### config.mk
export PLATFORM = sky130hd
export DESIGN_NAME = regfile_scoreboard
export DESIGN_NICKNAME = d
export VERILOG_FILES = /design/src/rtl/regfile_scoreboard.sv
export SDC_FILE = /design/constraint.sdc
export NUM_CORES = 1
export LEC_CHECK = 0
export CAP_MARGIN = 20
export CORE_MARGIN = 4
export CORE_UTILIZATION = 30
export DETAILED_ROUTE_END_ITERATION = 8
export GPL_ROUTABILITY_DRIVEN = 1
export SYNTH_ARGS = -nofsm -noshare
export SYNTH_HDL_FRONTEND = slang
export SYNTH_SLANG_ARGS = --single-unit
### constraint.sdc
create_clock -name clock -period 3.41 [get_ports clock]
set_clock_uncertainty 0.15 [all_clocks]
set_input_delay 0.5115 -clock clock [delete_from_list [all_inputs] [get_ports clock]]
set_output_delay 0.5115 -clock clock [all_outputs]
set_load 0.005 [all_outputs]
### src/rtl/regfile_scoreboard.sv
// Register file with two combinational read ports, one write-back port and a per-register pending scoreboard.
// Optional write-through forwarding and hazard masking are enabled with `define RF_BYPASS_EN.
module regfile_scoreboard #(
    parameter int DATA_W   = 8,
    parameter int NUM_REGS = 8,
    parameter int ADDR_W   = $clog2(NUM_REGS)
) (
    input  logic                clock,
    input  logic                reset,
    input  logic                wr_en,
    input  logic [ADDR_W-1:0]   wr_addr,
    input  logic [DATA_W-1:0]   wr_data,
    input  logic [ADDR_W-1:0]   rd0_addr,
    input  logic                rd0_used,
    output logic [DATA_W-1:0]   rd0_data,
    input  logic [ADDR_W-1:0]   rd1_addr,
    input  logic                rd1_used,
    output logic [DATA_W-1:0]   rd1_data,
    input  logic                issue_en,
    input  logic [ADDR_W-1:0]   issue_addr,
    output logic                hazard,
    output logic [NUM_REGS-1:0] pending
);

    localparam logic [NUM_REGS-1:0] ONE = {{(NUM_REGS-1){1'b0}}, 1'b1};

    logic [DATA_W-1:0]   regs [NUM_REGS];
    logic [NUM_REGS-1:0] set_vec;
    logic [NUM_REGS-1:0] clr_vec;
    logic [NUM_REGS-1:0] pend_eff;

    always_ff @(posedge clock or negedge reset) begin
        if (!reset) begin
            for (int i = 0; i < NUM_REGS; i++) begin
                regs[i] <= '0;
            end
        end else if (wr_en) begin
            regs[wr_addr] <= wr_data;
        end
    end

    always_comb begin
        set_vec = '0;
        clr_vec = '0;
        if (issue_en && !hazard) begin
            set_vec = ONE << issue_addr;
        end
        if (wr_en) begin
            clr_vec = ONE << wr_addr;
        end
    end

    // Set is applied after clear: a new reservation outranks the retiring write.
    always_ff @(posedge clock or negedge reset) begin
        if (!reset) begin
            pending <= '0;
        end else begin
            pending <= (pending & ~clr_vec) | set_vec;
        end
    end

`ifdef RF_BYPASS_EN
    always_comb begin
        pend_eff = pending & ~clr_vec;
        rd0_data = (wr_en && (rd0_addr == wr_addr)) ? wr_data : regs[rd0_addr];
        rd1_data = (wr_en && (rd1_addr == wr_addr)) ? wr_data : regs[rd1_addr];
    end
`else
    always_comb begin
        pend_eff = pending;
        rd0_data = regs[rd0_addr];
        rd1_data = regs[rd1_addr];
    end
`endif

    assign hazard = (rd0_used & pend_eff[rd0_addr]) | (rd1_used & pend_eff[rd1_addr]);

endmodule

# == Yosys cells after proc, flatten, opt, wreduce, memory -nomap -nowiden ==
# Index checks and enable logic that the tools add are counted.
# op_classes
reduce_logical,3
bitwise_logic,9
n_shift,2
n_mux,15
magnitude_cmp,6
# op_table
op,count
$bwmux W64,1
$mux W8,7
$bmux W8 S3,2
$demux W8 S3,1
$shl A1 B3 Y8 const A,2
$ge A4 B4 Y1 const B,3
$not A3 Y4,3
$and A8 B8 Y8,1
$lt A3 B4 Y1 const B,2
$not A8 Y8,1
$or A8 B8 Y8,1
$bmux W1 S3,2
$lt A4 B1 Y1 const B,1
$and A1 B1 Y1,2
$logic_and A1 B1 Y1,2
$mux W1,2
$logic_not A1 Y1,1
$or A1 B1 Y1,1
# totals
out_inout_bits,25
register_bits,72
elab_cells,44

# == Logic depth before layout (Yosys ltp) ==
# Gate-level depths: netlist (run 1).
# depth
depth_word,8
ltp_mapped,6

# == Least setup slack after synthesis (run 1) ==
# OpenSTA, ideal clock, no wires.
# synth_timing
path_type,input to output
startpoint,input port rd0_addr[0]
endpoint,output port rd0_data[0]
slack_ns,0.889
required_time_ns,2.748
arrival_time_ns,1.859
stages,4
cell_sequence,buf_2 > buf_2 > mux4_2 > mux2_2
# synth_via
elab_chain_cells,4
# synth_lines
element,line_no,rtl
start: declaration,13,"input logic [ADDR_W-1:0] rd0_addr,"
$not A3 Y4 (implied by the code),71,rd0_data = regs[rd0_addr];
$bmux W8 S3,71,
$mux W8 (implied by the code) (2 in a row),71,
end: declaration,15,"output logic [DATA_W-1:0] rd0_data,"
# No other way between the ends. The select of a mux whose other input is x is not followed.

# == Worst setup path after layout (run 1) ==
# layout_timing
startpoint,input port rd1_addr[0]
endpoint,output port rd1_data[3]
# layout_via
elab_chain_cells,4
# layout_lines
element,line_no,rtl
start: declaration,16,"input logic [ADDR_W-1:0] rd1_addr,"
$not A3 Y4 (implied by the code),72,rd1_data = regs[rd1_addr];
$bmux W8 S3,72,
$mux W8 (implied by the code) (2 in a row),72,
end: declaration,18,"output logic [DATA_W-1:0] rd1_data,"
# No other way between the ends. The select of a mux whose other input is x is not followed.

==> results of run 1 <==
[final cells by class]
type	instances	area, um^2
timing repair buffer	70	683
multi-input combinational	154	1980
sequential	72	1800
clock inverter	3	65.1
tap	172	215
fill	1197	7600
clock buffer	13	250
inverter	6	22.5
[power breakdown]
part | internal, W | switching, W | leakage [nW] | total (W)
logic | 0.000537 | 0.000245 | 0.987 | 0.000783
clock network | 0.000660 | 0.000332 | 0.154 | 0.000992
registers | 0.00105 | 0.000142 | 0.866 | 0.00119
[sequential cells by signal (all words and copies together) (netlist names)]
signal / cells
regs: 64
pending: 8
[cells by family (layout without fill, tap and decap cells)]
logic type             count (synthesis)  count (layout)  synth area share (%)
buffers and inverters                 21              92                  2.64
AND/OR/NAND/NOR                       24              24                  4.03
AO/OA/AOI/OAI                         13              13                  2.74
multiplexers                         117             117                  44.2
flip-flops                            72              72                  46.4
[worst register-to-register path: cells and delay by family, from the launching register on]
| family | cells | cell delay, ns |
|---|---|---|
| compound gates | 2 | 0.55 |
| mux | 1 | 0.50 |
| flops | 1 | 0.42 |
| buf+inv | 1 | 0.17 |
| simple gates | 1 | 0.15 |
[cells in the mapped netlist (2+ instances only)]
library cell	count	area share, %
inv_1	6	0.58
nand4b_1	3	0.68
nor3b_2	2	0.64
o31ai_1	3	0.58
nand2b_1	3	0.48
mux2_2	82	24
buf_6	2	0.58
buf_2	4	0.52
nand2_1	9	0.87
mux4_1	4	2.7
dfrtp_1	72	46
o22ai_1	2	0.32
mux4_2	30	17
nor3_2	2	0.52
o41ai_1	2	0.45
clkbuf_1	8	0.77
o31a_1	2	0.45
[per-layer routing]
metal,vias up,wire length [um],global-route usage (%)
met4,0,39,2.45
met3,6,420,3.95
met5,-,0,0
li1,1109,-,-
met1,1329,4370,18.3
met2,57,4740,21.8
[per-stage QoR]
stage          power [W]  hold slack [ns]  utilization, %  cells  cell area [um^2]
6_report         0.00297           0.0574            39.7    490              5010
3_5_place_dp     0.00200            0.362            37.2    474              4700
3_3_place_gp     0.00197            0.351            37.2    474              4700
5_1_grt          0.00312           0.0958            39.7    490              5010
4_1_cts          0.00300           0.0742            39.7    490              5010
2_1_floorplan    0.00164           0.0659               -    247              3880
[worst min path at each step]
stage | slack (ns) | startpoint | endpoint | cells after the start
floorplan | 0.07 | reset | pending[0]$_DFF_PN0_ | 0
global placement | 0.35 | regs[5]$_DFFE_PN0P_ | regs[5]$_DFFE_PN0P_ | 1
detailed placement | 0.36 | regs[37]$_DFFE_PN0P_ | regs[37]$_DFFE_PN0P_ | 1
CTS | 0.07 | reset | regs[24]$_DFFE_PN0P_ | 2
global route | 0.1 | reset | regs[24]$_DFFE_PN0P_ | 2
finish | 0.06 | reset | regs[22]$_DFFE_PN0P_ | 2
==> key figures, run 1 <==
CTS
  – Number of CTS-inserted buffers: 9
  – CTS tree: yes
  – Clock sinks: 72
  – H-Tree Depth: 3
  – CTS resizes: 0
  – CTS Hold Bufs: 0
  – Root Buffer: clkbuf_16
  – Worst-Skew Late Latency: 0.32 ns
  – Setup Fix Bufs, Post-CTS: 0
  – Worst-path clk slew: 0.06 ns
  – CTS Buffer Depth: 2

GRT
  – Initial antenna violation count: 0
  – Vias in the first global route: 2660
  – First-pass GRT wire length: 15.0 mm
  – Global-route usage over all layers: 13.5%
  – Gr ovfl total: 0
  – Pin count of the biggest net entering global routing: 73

Critical path
  – Critical path's top delay family: buffers and inverters
  – Most used cell along the critical path: clkdlybuf4s50_1
  – Critical path capture point type: output port
  – Reg2reg path depth: 5
  – Worst path buffer plus inverter count: 3
  – CP Class: in2out
  – Worst path required time: 2.75 ns
  – Critical path's slowest cell: mux4_1
  – Critical Path Source Type: input pin
  – Arr. time, crit path: 2.54 ns
  – Critical path depth: 5
  – Critical Path Start: rd1_addr[0]
  – RR Startpoint: pending[5]$_DFF_PN0_
  – Worst path cell trace: clkdlybuf4s50_1 > buf_12 > mux4_1 > mux2_2 > clkdlybuf4s50_1
  – Worst-path maximum fanout: 19
  – Worst setup endpoint: rd1_data[3]
  – CP max stage delay: 0.56 ns
  – Reg2reg end: pending[4]$_DFF_PN0_
  – R2r setup slk: 1.37 ns

Timing
  – Final Cycle Share: 94.0%
  – Final setup margin: 0.204 ns
  – Final Max Slew Viols: 0
  – Slew HR: 73.8%
  – TNS Setup: 0 ns
  – RSZ-0062 raised after global routing: false
  – Fin. Hold Viols: 0
  – Period minus WS final: 3.21 ns
  – Final setup vio count: 0
  – Slew of the pin with the lowest slew margin: 0.393 ns
  – Maximum clock rate: 312 MHz

Drt
  – DRC violations left: 0
  – DRT Wirelength: 9.56 mm
  – Vias: 2501
  – Drt initial violations: 138
  – Routed Antenna Nets: 0
  – Vias/cell: 5.10
  – Avg WL per Cell: 19.5 um
  – Initial DRT Pass Iterations: 4

Yosys
  – Net Count, Synth: 273
  – Post-synth top flop: dfrtp_1
  – Cell count after synthesis: 247
  – Post-synth EDFFs: 0
  – Mapped Area: 0.00388 mm^2
  – YS warnings: 0
  – Ys async rst share: 100%
  – Number of synthesized register bits: 72
  – Syn Area/Cell: 15.7 um^2
  – Unique masters post-synth: 28
  – Sequential fraction of the synthesis area: 46.4%

Flow run
  – Max cap viols: 0

Die
  – Placeable Area: 0.0126 mm^2
  – Die X-Extent: 122 um
  – Die Y: 122 um
  – Starting Density: 30.8%
  – I/O pins: 51
  – Die ar.: 0.0148 mm^2
  – FP Rows: 41

Place
  – PortBufs: 50
  – Placer Congestion: 0.761
  – Post-Place Worst Slack: 0.206 ns
  – Detailed Place HPWL: 6.37 mm

Pwr
  – PwrDens: 591 mW/mm^2
  – Leak: 2.01 nW
  – VDD IR-drop max: 0.246 mV

Layout
  – Antenna diodes: 0
  – Layout cells sized above 1: 47.2%
  – P&R area growth vs syn: 29.2%
  – Commonest non-fill, non-tap cells in the layout: 82 x mux2_2, 72 x dfrtp_1, 49 x clkdlybuf4s50_1
  – Most common cell after layout, fill and taps aside: mux2_2
  – NumNets Final: 339

Worst hold path
  – Hold Path Class: in2async

Outcome
  – Status: finished, final reports clean
Note: power is estimated with default switching activity, not from simulation.
==> run 2: changes to the inputs <==
CORE_UTILIZATION = 50   (was 30)
PLACE_DENSITY = 0.76   (was default)
SLEW_MARGIN = 0   (was default)
clock period = 2.9 ns   (was 3.41 ns; I/O delays follow)
==> key figures, run 2 (synthesis gave the netlist of run 1 again) <==
Die
  – Placeable Area: 0.00741 mm^2
  – FP Rows: 31
  – I/O pins: 51
  – Starting Density: 52.4%
  – Die X-Extent: 96.1 um
  – Die ar.: 0.00924 mm^2
  – Die Y: 96.1 um

Timing
  – Maximum clock rate: 350 MHz
  – WHS: 0.377 ns
  – Slew HR: 67.1%
  – Slew of the pin with the lowest slew margin: 0.494 ns
  – Final Max Slew Viols: 0
  – Period minus WS final: 2.86 ns
  – Fin. Hold Viols: 0
  – Final Cycle Share: 98.6%
  – RSZ-0062 raised after global routing: false
  – Final setup vio count: 0

Layout
  – Most flops, register: regs
  – P&R area growth vs syn: 27.6%
  – Max FFs per register: 64
  – Post-Layout Cell Count: 431
  – Biggest regs: regs x64, pending x8
  – Most common cell after layout, fill and taps aside: mux2_2
  – Finished Core Util: 66.9%
  – NumNets Final: 354
  – Antenna diodes: 0
  – Layout cells sized above 1: 50.6%
  – Commonest non-fill, non-tap cells in the layout: 82 x mux2_2, 72 x dfrtp_1, 45 x clkdlybuf4s50_1

Critical path
  – Critical Path Source Type: input pin
  – Arr. time, crit path: 2.28 ns
  – RR Startpoint: pending[3]$_DFF_PN0_
  – Worst-path maximum fanout: 4
  – CP Class: in2out
  – Worst path required time: 2.32 ns
  – Critical path capture point type: output port
  – Critical Path Start: rd0_addr[2]

Pwr
  – Clock network fraction of design power: 25.9%
  – Leak: 2.06 nW
  – Flop pwr share: 44.5%
  – VDD IR-drop max: 0.384 mV
  – Comb pwr share: 29.6%
  – Pint: 0.00234 W
  – Switch Pwr: 0.000823 W
  – Switching share of power: 26.0%
  – PwrDens: 638 mW/mm^2

CTS
  – Clock sinks: 72
  – Worst-path clk slew: 0.07 ns
  – Root Buffer: clkbuf_8
  – H-Tree Depth: 3
  – CTS Buffer Depth: 2
  – Worst-Skew Late Latency: 0.34 ns
  – Number of CTS-inserted buffers: 9
  – CTS tree: yes

GRT
  – Pin count of the biggest net entering global routing: 30
  – Gr ovfl total: 0
  – Vias in the first global route: 2782
  – Initial antenna violation count: 0
  – First-pass GRT wire length: 15.4 mm
  – Global-route usage over all layers: 23.0%

Drt
  – Avg WL per Cell: 22.1 um
  – DRT Wirelength: 9.51 mm
  – Routed Antenna Nets: 0
  – Vias: 2594
  – DRC violations left: 0
  – Vias/cell: 6.02
  – Initial DRT Pass Iterations: 5
  – Drt initial violations: 156

Place
  – Cell count after placement: 411
  – PortBufs: 50
  – Detailed Place HPWL: 6.56 mm
  – Placer Congestion: 0.873

Outcome
  – Status: finished, final reports clean

Worst hold path
  – Worst hold path startpoint: regs[39]$_DFFE_PN0P_
  – Hold Path Class: reg2reg

Flow run
  – Max cap viols: 0
run 2: through the flow:
stage	setup slack, ns	power, W	TNS [ns]	cell area (um^2)
2_1_floorplan	0.532	0.00192	0	3880
3_3_place_gp	-0.132	0.00230	-1.60	4670
3_5_place_dp	-0.153	0.00234	-1.68	4670
4_1_cts	0.0146	0.00318	0	4960
5_1_grt	0.00254	0.00333	0	4950
6_report	0.0392	0.00316	0	4950
run 2: layout make-up:
cell class                 instances  area, um^2
timing repair buffer              85         823
sequential                        72        1800
clock inverter                     3        40.0
clock buffer                      12         165
inverter                           6        22.5
tap                               99         124
fill                             533        2450
multi-input combinational        154        1980
run 2: layer usage:
metal / vias to the layer above / wire length, um / track usage (%)
li1: 1136 / - / -
met1: 1360 / 4340 / 32.1
met2: 86 / 4570 / 36.7
met3: 12 / 499 / 4.93
met4: 0 / 108 / 6.64
met5: - / 0 / 0
run 2: worst max-delay path, cell delays in order:
cell	delay (ns)
clkdlybuf4s50_1	0.58
mux2_2	0.37
o31a_1	0.23
a32o_1	0.22
clkdlybuf4s50_1	0.44
run 2: worst paths after layout:
path | end | slack, ns | cells past startpoint
min in group asynchronous | regs[47]$_DFFE_PN0P_ | 0.43 | 2
max | hazard | 0.04 | 5
min reg2reg | regs[39]$_DFFE_PN0P_ | 0.38 | 1
max in group asynchronous | regs[21]$_DFFE_PN0P_ | 1.41 | 3
min | regs[39]$_DFFE_PN0P_ | 0.38 | 1
max reg2reg | pending[6]$_DFF_PN0_ | 0.81 | 5
run 2: timing repair:
item                                   in CTS  in global routing
hold buffers                                1                  0
cloned                                      2                  0
endpoints found under the hold margin      20                  0
buffers inserted                            2                  0
resized for setup                           4                  4
setup endpoints to repair                  17                 11
run 2: power by group through the flow:
stage,sequential [W],combinational [W],clock [W]
after floorplan,0.00136,0.000565,0
after detailed placement,0.00142,0.000924,0
after CTS,0.00140,0.000944,0.000839
after global placement,0.00140,0.000903,0
final,0.00141,0.000934,0.000820
after global routing,0.00144,0.00101,0.000881
==> run 3: changes to the inputs <==
SETUP_SLACK_MARGIN = 0.2   (was default)
==> key figures, run 3 (synthesis gave the netlist of run 1 again) <==
Pwr
  – Comb pwr share: 29.5%
  – Leak: 2.07 nW
  – Pint: 0.00233 W
  – Switch Pwr: 0.000832 W
  – PwrDens: 637 mW/mm^2
  – VDD IR-drop max: 0.384 mV
  – Clock network fraction of design power: 26.1%
  – Flop pwr share: 44.4%
  – Switching share of power: 26.3%

Critical path
  – Reg2reg path depth: 5
  – Worst-path maximum fanout: 9
  – R2r setup slk: 0.81 ns
  – Arr. time, crit path: 2.08 ns
  – Critical path capture point type: output port
  – CP Class: in2out
  – RR Startpoint: pending[3]$_DFF_PN0_
  – Reg2reg end: pending[6]$_DFF_PN0_
  – Worst path required time: 2.32 ns
  – Critical Path Source Type: input pin

Timing
  – Slew of the pin with the lowest slew margin: 0.489 ns
  – WHS: 0.377 ns
  – Final Max Slew Viols: 0
  – RSZ-0062 raised after global routing: true
  – Maximum clock rate: 376 MHz
  – Fin. Hold Viols: 0
  – Final Cycle Share: 91.7%
  – Final setup vio count: 0
  – TNS Setup: 0 ns
  – Period minus WS final: 2.66 ns
  – Slew HR: 67.4%
  – Final setup margin: 0.240 ns

Layout
  – Commonest non-fill, non-tap cells in the layout: 82 x mux2_2, 72 x dfrtp_1, 42 x clkdlybuf4s50_1
  – Post-Layout Cell Count: 432
  – Max FFs per register: 64
  – Most common cell after layout, fill and taps aside: mux2_2
  – Most flops, register: regs
  – Layout cells sized above 1: 50.8%
  – Antenna diodes: 0
  – Biggest regs: regs x64, pending x8
  – NumNets Final: 355
  – P&R area growth vs syn: 28.2%

Worst hold path
  – Worst hold path depth: 1
  – Worst hold path startpoint: regs[39]$_DFFE_PN0P_
  – Hold Path Class: reg2reg
  – Hold path endpoint: regs[39]$_DFFE_PN0P_

Outcome
  – Status: finished, final reports clean

Drt
  – Vias/cell: 5.99
  – Drt initial violations: 158
  – Routed Antenna Nets: 0
  – DRT Wirelength: 9.54 mm
  – Avg WL per Cell: 22.1 um
  – Initial DRT Pass Iterations: 4
  – DRC violations left: 0
  – Vias: 2586

CTS
  – Clock sinks: 72
  – H-Tree Depth: 3
  – CTS tree: yes
  – Worst-path clk slew: 0.07 ns
  – Worst-Skew Late Latency: 0.35 ns
  – Number of CTS-inserted buffers: 9
  – Root Buffer: clkbuf_8
  – CTS Buffer Depth: 2

Die
  – I/O pins: 51
  – Die Y: 96.1 um
  – Placeable Area: 0.00741 mm^2
  – FP Rows: 31
  – Die ar.: 0.00924 mm^2
  – Die X-Extent: 96.1 um
  – Starting Density: 52.4%

Place
  – Post-Place Worst Slack: -0.153 ns
  – Detailed Place HPWL: 6.56 mm
  – Cell count after placement: 411
  – PortBufs: 50
  – Placer Congestion: 0.873

GRT
  – Initial antenna violation count: 0
  – Vias in the first global route: 2774
  – First-pass GRT wire length: 15.3 mm
  – Global-route usage over all layers: 22.9%
  – Pin count of the biggest net entering global routing: 30
  – Gr ovfl total: 0

Flow run
  – Max cap viols: 0
## run 3: worst max-delay path, stage by stage
cell	delay, ns
dlygate4sd2_1	0.35
buf_4	0.25
mux4_2	0.30
mux2_2	0.28
clkdlybuf4s50_1	0.45
## run 3: metrics by stage
stage	utilization, %	cell area, um^2	power, W
2_1_floorplan	-	3880	0.00192
3_3_place_gp	63.0	4670	0.00230
3_5_place_dp	63.0	4670	0.00234
4_1_cts	66.7	4940	0.00318
5_1_grt	67.2	4970	0.00333
6_report	67.2	4970	0.00317
## run 3: layer usage
layer	GRT usage (%)	up-vias	part of all wire, %
li1	-	1144	-
met1	32.4	1344	45
met2	36.4	82	49
met3	4.14	16	5.3
met4	6.75	0	1.5
met5	0	-	0
## run 3: what timing repair did
item	in CTS	in global routing
hold buffers	1	0
gates resized for setup	17	3
buffers inserted	2	0
gates cloned	2	1
endpoints found under the setup margin	17	10
hold endpoints to repair	20	0
## run 3: area by class of cell
cell class	count	area, um^2
tap	99	124
clock inverter	3	40.0
clock buffer	12	165
timing repair buffer	86	845
sequential	72	1800
inverter	6	22.5
fill	528	2430
multi-input combinational	154	1980
## run 3: worst max-delay path by stage
stage	cells after the start	slack [ns]	end	startpoint
6_report	5	0.24	rd0_data[2]	rd0_addr[1]
3_3_place_gp	5	-0.13	rd1_data[7]	rd1_addr[0]
2_1_floorplan	4	0.53	rd0_data[0]	rd0_addr[0]
3_5_place_dp	5	-0.15	rd1_data[7]	rd1_addr[0]
4_1_cts	5	0.22	rd1_data[7]	rd1_addr[1]
5_1_grt	5	0.19	rd0_data[2]	rd0_addr[1]
## run 3: power by group through the flow
stage	clock network (W)	logic (W)	registers, W
2_1_floorplan	0	0.000565	0.00136
3_3_place_gp	0	0.000903	0.00140
3_5_place_dp	0	0.000924	0.00142
4_1_cts	0.000839	0.000938	0.00140
5_1_grt	0.000884	0.00102	0.00144
6_report	0.000826	0.000934	0.00141
